## src/rtl/pipe_pkg.sv

```systemverilog
// pipe_pkg: shared encodings for the pipeline hazard unit.
//   - one-hot status codes (AOK/HLT/ADR/INS)
//   - instruction codes the hazard logic cares about
//   - hazard-unit FSM state type
package pipe_pkg;

  localparam logic [3:0] STAT_AOK = 4'b1000;
  localparam logic [3:0] STAT_HLT = 4'b0100;
  localparam logic [3:0] STAT_ADR = 4'b0010;
  localparam logic [3:0] STAT_INS = 4'b0001;

  localparam logic [3:0] ICODE_HALT   = 4'h0;
  localparam logic [3:0] ICODE_MRMOVQ = 4'h5;
  localparam logic [3:0] ICODE_JXX    = 4'h7;
  localparam logic [3:0] ICODE_RET    = 4'h9;
  localparam logic [3:0] ICODE_POPQ   = 4'hB;

  typedef enum logic [1:0] {
    ST_RUN,
    ST_DRAIN,
    ST_HALTED
  } state_t;

endpackage

```

## src/rtl/sat_counter.sv

```systemverilog
// sat_counter: saturating up-counter with synchronous clear.
//   clk   - clock
//   rst_n - asynchronous active-low reset (q -> 0)
//   clr   - synchronous clear, wins over inc
//   inc   - count enable; q sticks at all-ones
//   q     - count value
module sat_counter #(
  parameter int CNT_W = 16
) (
  input  logic             clk,
  input  logic             rst_n,
  input  logic             clr,
  input  logic             inc,
  output logic [CNT_W-1:0] q
);

  always_ff @(posedge clk or negedge rst_n) begin
    if (!rst_n)
      q <= '0;
    else if (clr)
      q <= '0;
    else if (inc && (q != '1))
      q <= q + 1'b1;
  end

endmodule

```

## src/rtl/pipe_hazard_unit.sv

```systemverilog
// pipe_hazard_unit: pipeline stall/bubble control, exception drain FSM and
// performance counters.
//   Inputs : D_icode, d_srcA, d_srcB (decode), E_icode, E_dstM, e_cnd (execute),
//            M_icode, m_stat, m_ready (memory), W_stat (writeback), cnt_clr.
//   Outputs: F_stall, D_stall, D_bubble, E_bubble, M_stall, M_bubble, W_stall,
//            set_cc, halted, stall_cnt, bubble_cnt, mispred_cnt.
module pipe_hazard_unit
  import pipe_pkg::*;
#(
  parameter int               REG_W = 4,
  parameter int               CNT_W = 16,
  parameter logic [REG_W-1:0] RNONE = 4'hF
) (
  input  logic             clk,
  input  logic             rst_n,
  input  logic [3:0]       D_icode,
  input  logic [REG_W-1:0] d_srcA,
  input  logic [REG_W-1:0] d_srcB,
  input  logic [3:0]       E_icode,
  input  logic [REG_W-1:0] E_dstM,
  input  logic             e_cnd,
  input  logic [3:0]       M_icode,
  input  logic [0:3]       m_stat,
  input  logic             m_ready,
  input  logic [0:3]       W_stat,
  input  logic             cnt_clr,
  output logic             F_stall,
  output logic             D_stall,
  output logic             D_bubble,
  output logic             E_bubble,
  output logic             M_stall,
  output logic             M_bubble,
  output logic             W_stall,
  output logic             set_cc,
  output logic             halted,
  output logic [CNT_W-1:0] stall_cnt,
  output logic [CNT_W-1:0] bubble_cnt,
  output logic [CNT_W-1:0] mispred_cnt
);

  state_t state, state_nxt;

  logic mem_wait, mispred, load_use, ret_any;
  logic mispred_hit;

  always_ff @(posedge clk or negedge rst_n) begin
    if (!rst_n)
      state <= ST_RUN;
    else
      state <= state_nxt;
  end

  always_comb begin
    mem_wait = ((M_icode == ICODE_MRMOVQ) || (M_icode == ICODE_POPQ) ||
                (M_icode == ICODE_RET)) && !m_ready;
    mispred  = (E_icode == ICODE_JXX) && !e_cnd;
    load_use = ((E_icode == ICODE_MRMOVQ) || (E_icode == ICODE_POPQ)) &&
               (E_dstM != RNONE) && ((E_dstM == d_srcA) || (E_dstM == d_srcB));
    ret_any  = (D_icode == ICODE_RET) || (E_icode == ICODE_RET) ||
               (M_icode == ICODE_RET);
  end

  always_comb begin
    state_nxt   = state;
    F_stall     = 1'b0;
    D_stall     = 1'b0;
    D_bubble    = 1'b0;
    E_bubble    = 1'b0;
    M_stall     = 1'b0;
    M_bubble    = 1'b0;
    W_stall     = 1'b0;
    set_cc      = 1'b1;
    halted      = 1'b0;
    mispred_hit = 1'b0;

    unique case (state)
      ST_RUN: begin
        if (m_stat != STAT_AOK)
          state_nxt = ST_DRAIN;
        if (mem_wait) begin
          F_stall = 1'b1;
          D_stall = 1'b1;
          M_stall = 1'b1;
        end else if (mispred) begin
          D_bubble    = 1'b1;
          E_bubble    = 1'b1;
          mispred_hit = 1'b1;
        end else if (load_use) begin
          F_stall  = 1'b1;
          D_stall  = 1'b1;
          E_bubble = 1'b1;
        end else if (ret_any) begin
          F_stall  = 1'b1;
          D_bubble = 1'b1;
        end
        if ((E_icode == ICODE_HALT) || (m_stat != STAT_AOK) || (W_stat != STAT_AOK))
          set_cc = 1'b0;
      end
      ST_DRAIN: begin
        if (W_stat != STAT_AOK)
          state_nxt = ST_HALTED;
        set_cc   = 1'b0;
        M_bubble = 1'b1;
        F_stall  = 1'b1;
        D_stall  = 1'b1;
        E_bubble = 1'b1;
      end
      ST_HALTED: begin
        set_cc   = 1'b0;
        F_stall  = 1'b1;
        D_stall  = 1'b1;
        E_bubble = 1'b1;
        M_bubble = 1'b1;
        W_stall  = 1'b1;
        halted   = 1'b1;
      end
      default: state_nxt = ST_RUN;
    endcase

    // Outputs are forced quiet while reset is held, independent of the clock.
    if (!rst_n) begin
      F_stall     = 1'b0;
      D_stall     = 1'b0;
      D_bubble    = 1'b0;
      E_bubble    = 1'b0;
      M_stall     = 1'b0;
      M_bubble    = 1'b0;
      W_stall     = 1'b0;
      set_cc      = 1'b0;
      halted      = 1'b0;
      mispred_hit = 1'b0;
    end
  end

  logic in_run;
  assign in_run = (state == ST_RUN);

  sat_counter #(.CNT_W(CNT_W)) u_stall_cnt (
    .clk   (clk),
    .rst_n (rst_n),
    .clr   (cnt_clr),
    .inc   (in_run && F_stall),
    .q     (stall_cnt)
  );

  sat_counter #(.CNT_W(CNT_W)) u_bubble_cnt (
    .clk   (clk),
    .rst_n (rst_n),
    .clr   (cnt_clr),
    .inc   (in_run && (E_bubble || D_bubble)),
    .q     (bubble_cnt)
  );

  sat_counter #(.CNT_W(CNT_W)) u_mispred_cnt (
    .clk   (clk),
    .rst_n (rst_n),
    .clr   (cnt_clr),
    .inc   (in_run && mispred_hit),
    .q     (mispred_cnt)
  );

endmodule

```

## config.mk

```make
export PLATFORM = sky130hd
export DESIGN_NAME = pipe_hazard_unit
export DESIGN_NICKNAME = d
export VERILOG_FILES = /design/src/rtl/pipe_pkg.sv /design/src/rtl/sat_counter.sv /design/src/rtl/pipe_hazard_unit.sv
export SDC_FILE = /design/constraint.sdc
export NUM_CORES = 1
export LEC_CHECK = 0
export ABC_CLOCK_PERIOD_IN_PS = 1800
export CORE_UTILIZATION = 42
export CTS_CLUSTER_SIZE = 30
export DETAILED_ROUTE_END_ITERATION = 8
export HOLD_SLACK_MARGIN = 0.02
export PLACE_DENSITY = 0.79
export SYNTH_ARGS = -nofsm -noshare
export SYNTH_HDL_FRONTEND = slang
export SYNTH_SLANG_ARGS = --single-unit
```

## constraint.sdc

```tcl
create_clock -name clk -period 1.8 [get_ports clk]
set_input_delay 0.18 -clock clk [delete_from_list [all_inputs] [get_ports clk]]
set_output_delay 0.18 -clock clk [all_outputs]
set_load 0.01 [all_outputs]
```

==> impl_metrics.json <==
{
  "outcome": "complete, but fails checks",
  "violations": "setup timing",
  "synthAdderAreaFrac_pct": 2.952,
  "finalCritPeriodShare_pct": 127.0,
  "ys_types": 51,
  "slew_headroom_pct": 60.31,
  "grt_pass1_vias": 3243,
  "worstMarginPinSlew_ns": 0.5953,
  "cp_max_fo": 7,
  "nNetsFinal": 558,
  "cts-htree-levels": 2,
  "yosys-top-cells-area": "dfrtp_1, xor2_1, nor2_1",
  "grt_max_degree": 48,
  "ant_nets": 0,
  "insertion_delay_ns": 0.32,
  "p_sw_mw": 1.793,
  "cts_tree": "yes",
  "synth_top_family_by_area": "simple AND/OR/NAND/NOR gates",
  "port_buffers": 93,
  "synthSimpleGateAreaFrac_pct": 26.66,
  "instances_no_fill": 611,
  "cp-start-kind": "register",
  "synth_top_area_share_pct": 42.18,
  "r2r_setup_slack_ns": -0.49,
  "layout-drive-gt1-share_pct": 42.14,
  "fin_skew_ns": 0.009663,
  "p_comb_share_pct": 58.5,
  "slowest_stage": "or3_2",
  "synth-seq-cells": 50,
  "antennaDiodeCount": 0,
  "ios": 94,
  "viasPerCell": 5.632,
  "r2r_start": "state[0]",
  "clkTransAtPathRegs_ns": 0.11,
  "fillers": 394,
  "synth_compound_gate_area_share_pct": 11.81,
  "antenna_found_initial": 0,
  "reg2reg_depth": 8,
  "overflow": 0,
  "setup_viol": 56,
  "syn_area_per_cell_um2": 9.271,
  "numClockSinks": 50,
  "p_int_mw": 2.948,
  "wl_per_cell_um": 19.24,
  "fin_ws_ns": -0.4868,
  "cp_slowest_stage_delay_ns": 0.45,
  "clockPowerShare_pct": 16.0,
  "synth_warnings": 0,
  "dieHeight_um": 86.05,
  "cp.required_ns": 2.03,
  "drtIter0Drc": 242,
  "cts_buffers": 5,
  "vias": 3441,
  "cts_root_buf": "clkbuf_8",
  "leakagePower_nw": 2.361,
  "hold_path_class": "in -> async",
  "p_sw_share_pct": 37.81,
  "wl_um": 11760,
  "syn_inst": 320,
  "p_per_area_nw_per_um2": 883.7,
  "rsz0062_at_grt": "yes",
  "initial_utilization_pct": 43.66,
  "grt_pass1_wl_um": 15600,
  "core.rowCount": 30,
  "finalHoldViolCount": 0,
  "max_freq_mhz": 437.3,
  "place_congestion": 0.8128,
  "die_x_um": 86.05,
  "maxSlewViolCount": 0,
  "first_pass_iters": 4,
  "max-clock-path-buffers": 2,
  "synth_mux_area_share_pct": 1.434,
  "synth_area_um2": 2967,
  "final.min_clock_period_ns": 2.287,
  "path_class": "reg -> reg",
  "mostFrequentLayoutCell": "buf_4",
  "drc": 0,
  "syn-num-nets": 364,
  "netlist.top_cell.by_area": "dfrtp_1",
  "grt_use_total_pct": 26.83,
  "dp_hpwl_um": 6133,
  "final_cell_mix": "buf_4, clkdlybuf4s50_1, dfrtp_1, nor2_1, buf_6",
  "maxCapViolCount": 0,
  "p_seq_share_pct": 25.4,
  "area_growth_pct": 80.85,
  "r2r_end": "u_bubble_cnt.q[3]",
  "synth_xor_area_share_pct": 11.51,
  "ys_seq_area_share_pct": 42.18,
  "coreArea_um2": 6794,
  "arrival_ns": 2.52,
  "endpoint_kind": "register",
  "fp.dieArea_um2": 7404,
  "fin_tns_setup_ns": -14.94,
  "worstPathCellList": "inv_2 -> ha_4 -> inv_1 -> a41oi_2 -> buf_4 -> o2111ai_4 -> or3_2 -> a21oi_1",
  "place_inst": 565,
  "ir_drop_v": 0.0006358
}
[final cells by class]
class,count,area [µm²],area share (%)
Tap cell,96,120.1,2.239
Multi-Input combinational cell,246,2090,38.95
Inverter,12,47.55,0.8862
Clock inverter,2,16.27,0.3032
Clock buffer,6,82.58,1.539
Sequential cell,50,1254,23.37
Timing Repair Buffer,199,1755,32.72
[timing repair]
item                                    in CTS  in global routing
gates resized for setup                    100                104
gates cloned                                 3                  1
hold buffers                                 1                  0
pin swaps                                   39                 35
endpoints found under the hold margin        5                  0
buffers inserted                            22                 17
endpoints found under the setup margin      57                 57
[metrics by stage]
| step | util (%) | setup slack, ns | hold WS (ns) | power [mW] | cell area, µm² |
|---|---|---|---|---|---|
| after floorplan | - | -0.1586 | -0.1156 | 1.915 | 3077 |
| after global placement | 67.42 | -0.6748 | 0.1782 | 2.612 | 4581 |
| after detailed placement | 67.42 | -0.7573 | 0.1789 | 2.648 | 4581 |
| after CTS | 74.24 | -0.2684 | 0.08027 | 3.761 | 5044 |
| after global routing | 78.97 | -0.5258 | 0.09682 | 4.874 | 5365 |
| final | 78.97 | -0.4868 | 0.06148 | 4.741 | 5365 |
[synthesized netlist by cell type, drive strengths merged]
cell type,n
buf,6
o31ai,2
nand3,16
o2111ai,3
nand2b,2
mux2,2
nand2,20
nand4b,1
xor2,23
ha,7
a31oi,1
or4b,1
nor3,11
xnor2,16
nor4b,2
and2,3
o41ai,2
a22oi,1
nand4,10
o21a,1
nor4,5
nor4bb,2
nor2b,5
clkbuf,6
and3b,1
o211ai,1
mux2i,2
a311o,1
and3,10
or4,2
a41oi,2
dfrtp,50
o211a,1
nor2,39
o21ai,16
o22ai,1
a21oi,18
inv,12
and4,3
or3,11
nor3b,2
[worst max-delay path: cells and delay by family (launching register included)]
family,cells,cell delay (ns)
buf+inv,3,0.44
compound gates,3,0.65
fa+ha+maj,1,0.21
flops,1,0.44
simple gates,1,0.45
[kinds of logic after synthesis]
| family | count (synthesis) |
|---|---|
| AOI/OAI and AO/OA | 50 |
| muxes | 4 |
| and+or+nand+nor | 146 |
| adders and majority gates | 7 |
| DFF | 50 |
| buffers and inverters | 24 |
| xor gates and xnor gates | 39 |
[how the worst max path moves through the flow]
stage,startpoint,slack (ns),endpoint,cells past startpoint
finish,state[0],-0.49,u_bubble_cnt.q[3],8
global route,state[0],-0.53,u_bubble_cnt.q[3],8
CTS,state[1],-0.27,u_bubble_cnt.q[10],9
detailed placement,E_dstM[1],-0.76,u_bubble_cnt.q[15],8
global placement,E_dstM[1],-0.67,u_bubble_cnt.q[15],8
floorplan,u_bubble_cnt.q[4],-0.16,u_bubble_cnt.q[12],8
[metal layers]
layer | share of wire [%] | track usage [%]
met5 | 0 | 0
met4 | 4.3 | 11.06
met3 | 6.0 | 5.294
met2 | 52 | 47.19
met1 | 37 | 32.00
[state kept, by name (all words and copies together) (netlist names)]
| name | flops |
|---|---|
| u_bubble_cnt.q | 16 |
| u_mispred_cnt.q | 16 |
| u_stall_cnt.q | 16 |
| state | 2 |
[power by group through the flow]
stage / clock network (mW) / registers (mW) / logic [mW]
floorplan: 0 / 1.24 / 0.678
detailed placement: 0 / 1.22 / 1.43
global placement: 0 / 1.21 / 1.40
global route: 0.809 / 1.21 / 2.86
CTS: 0.724 / 1.19 / 1.84
finish: 0.760 / 1.21 / 2.78
Note: power is estimated with default switching activity, not from simulation.
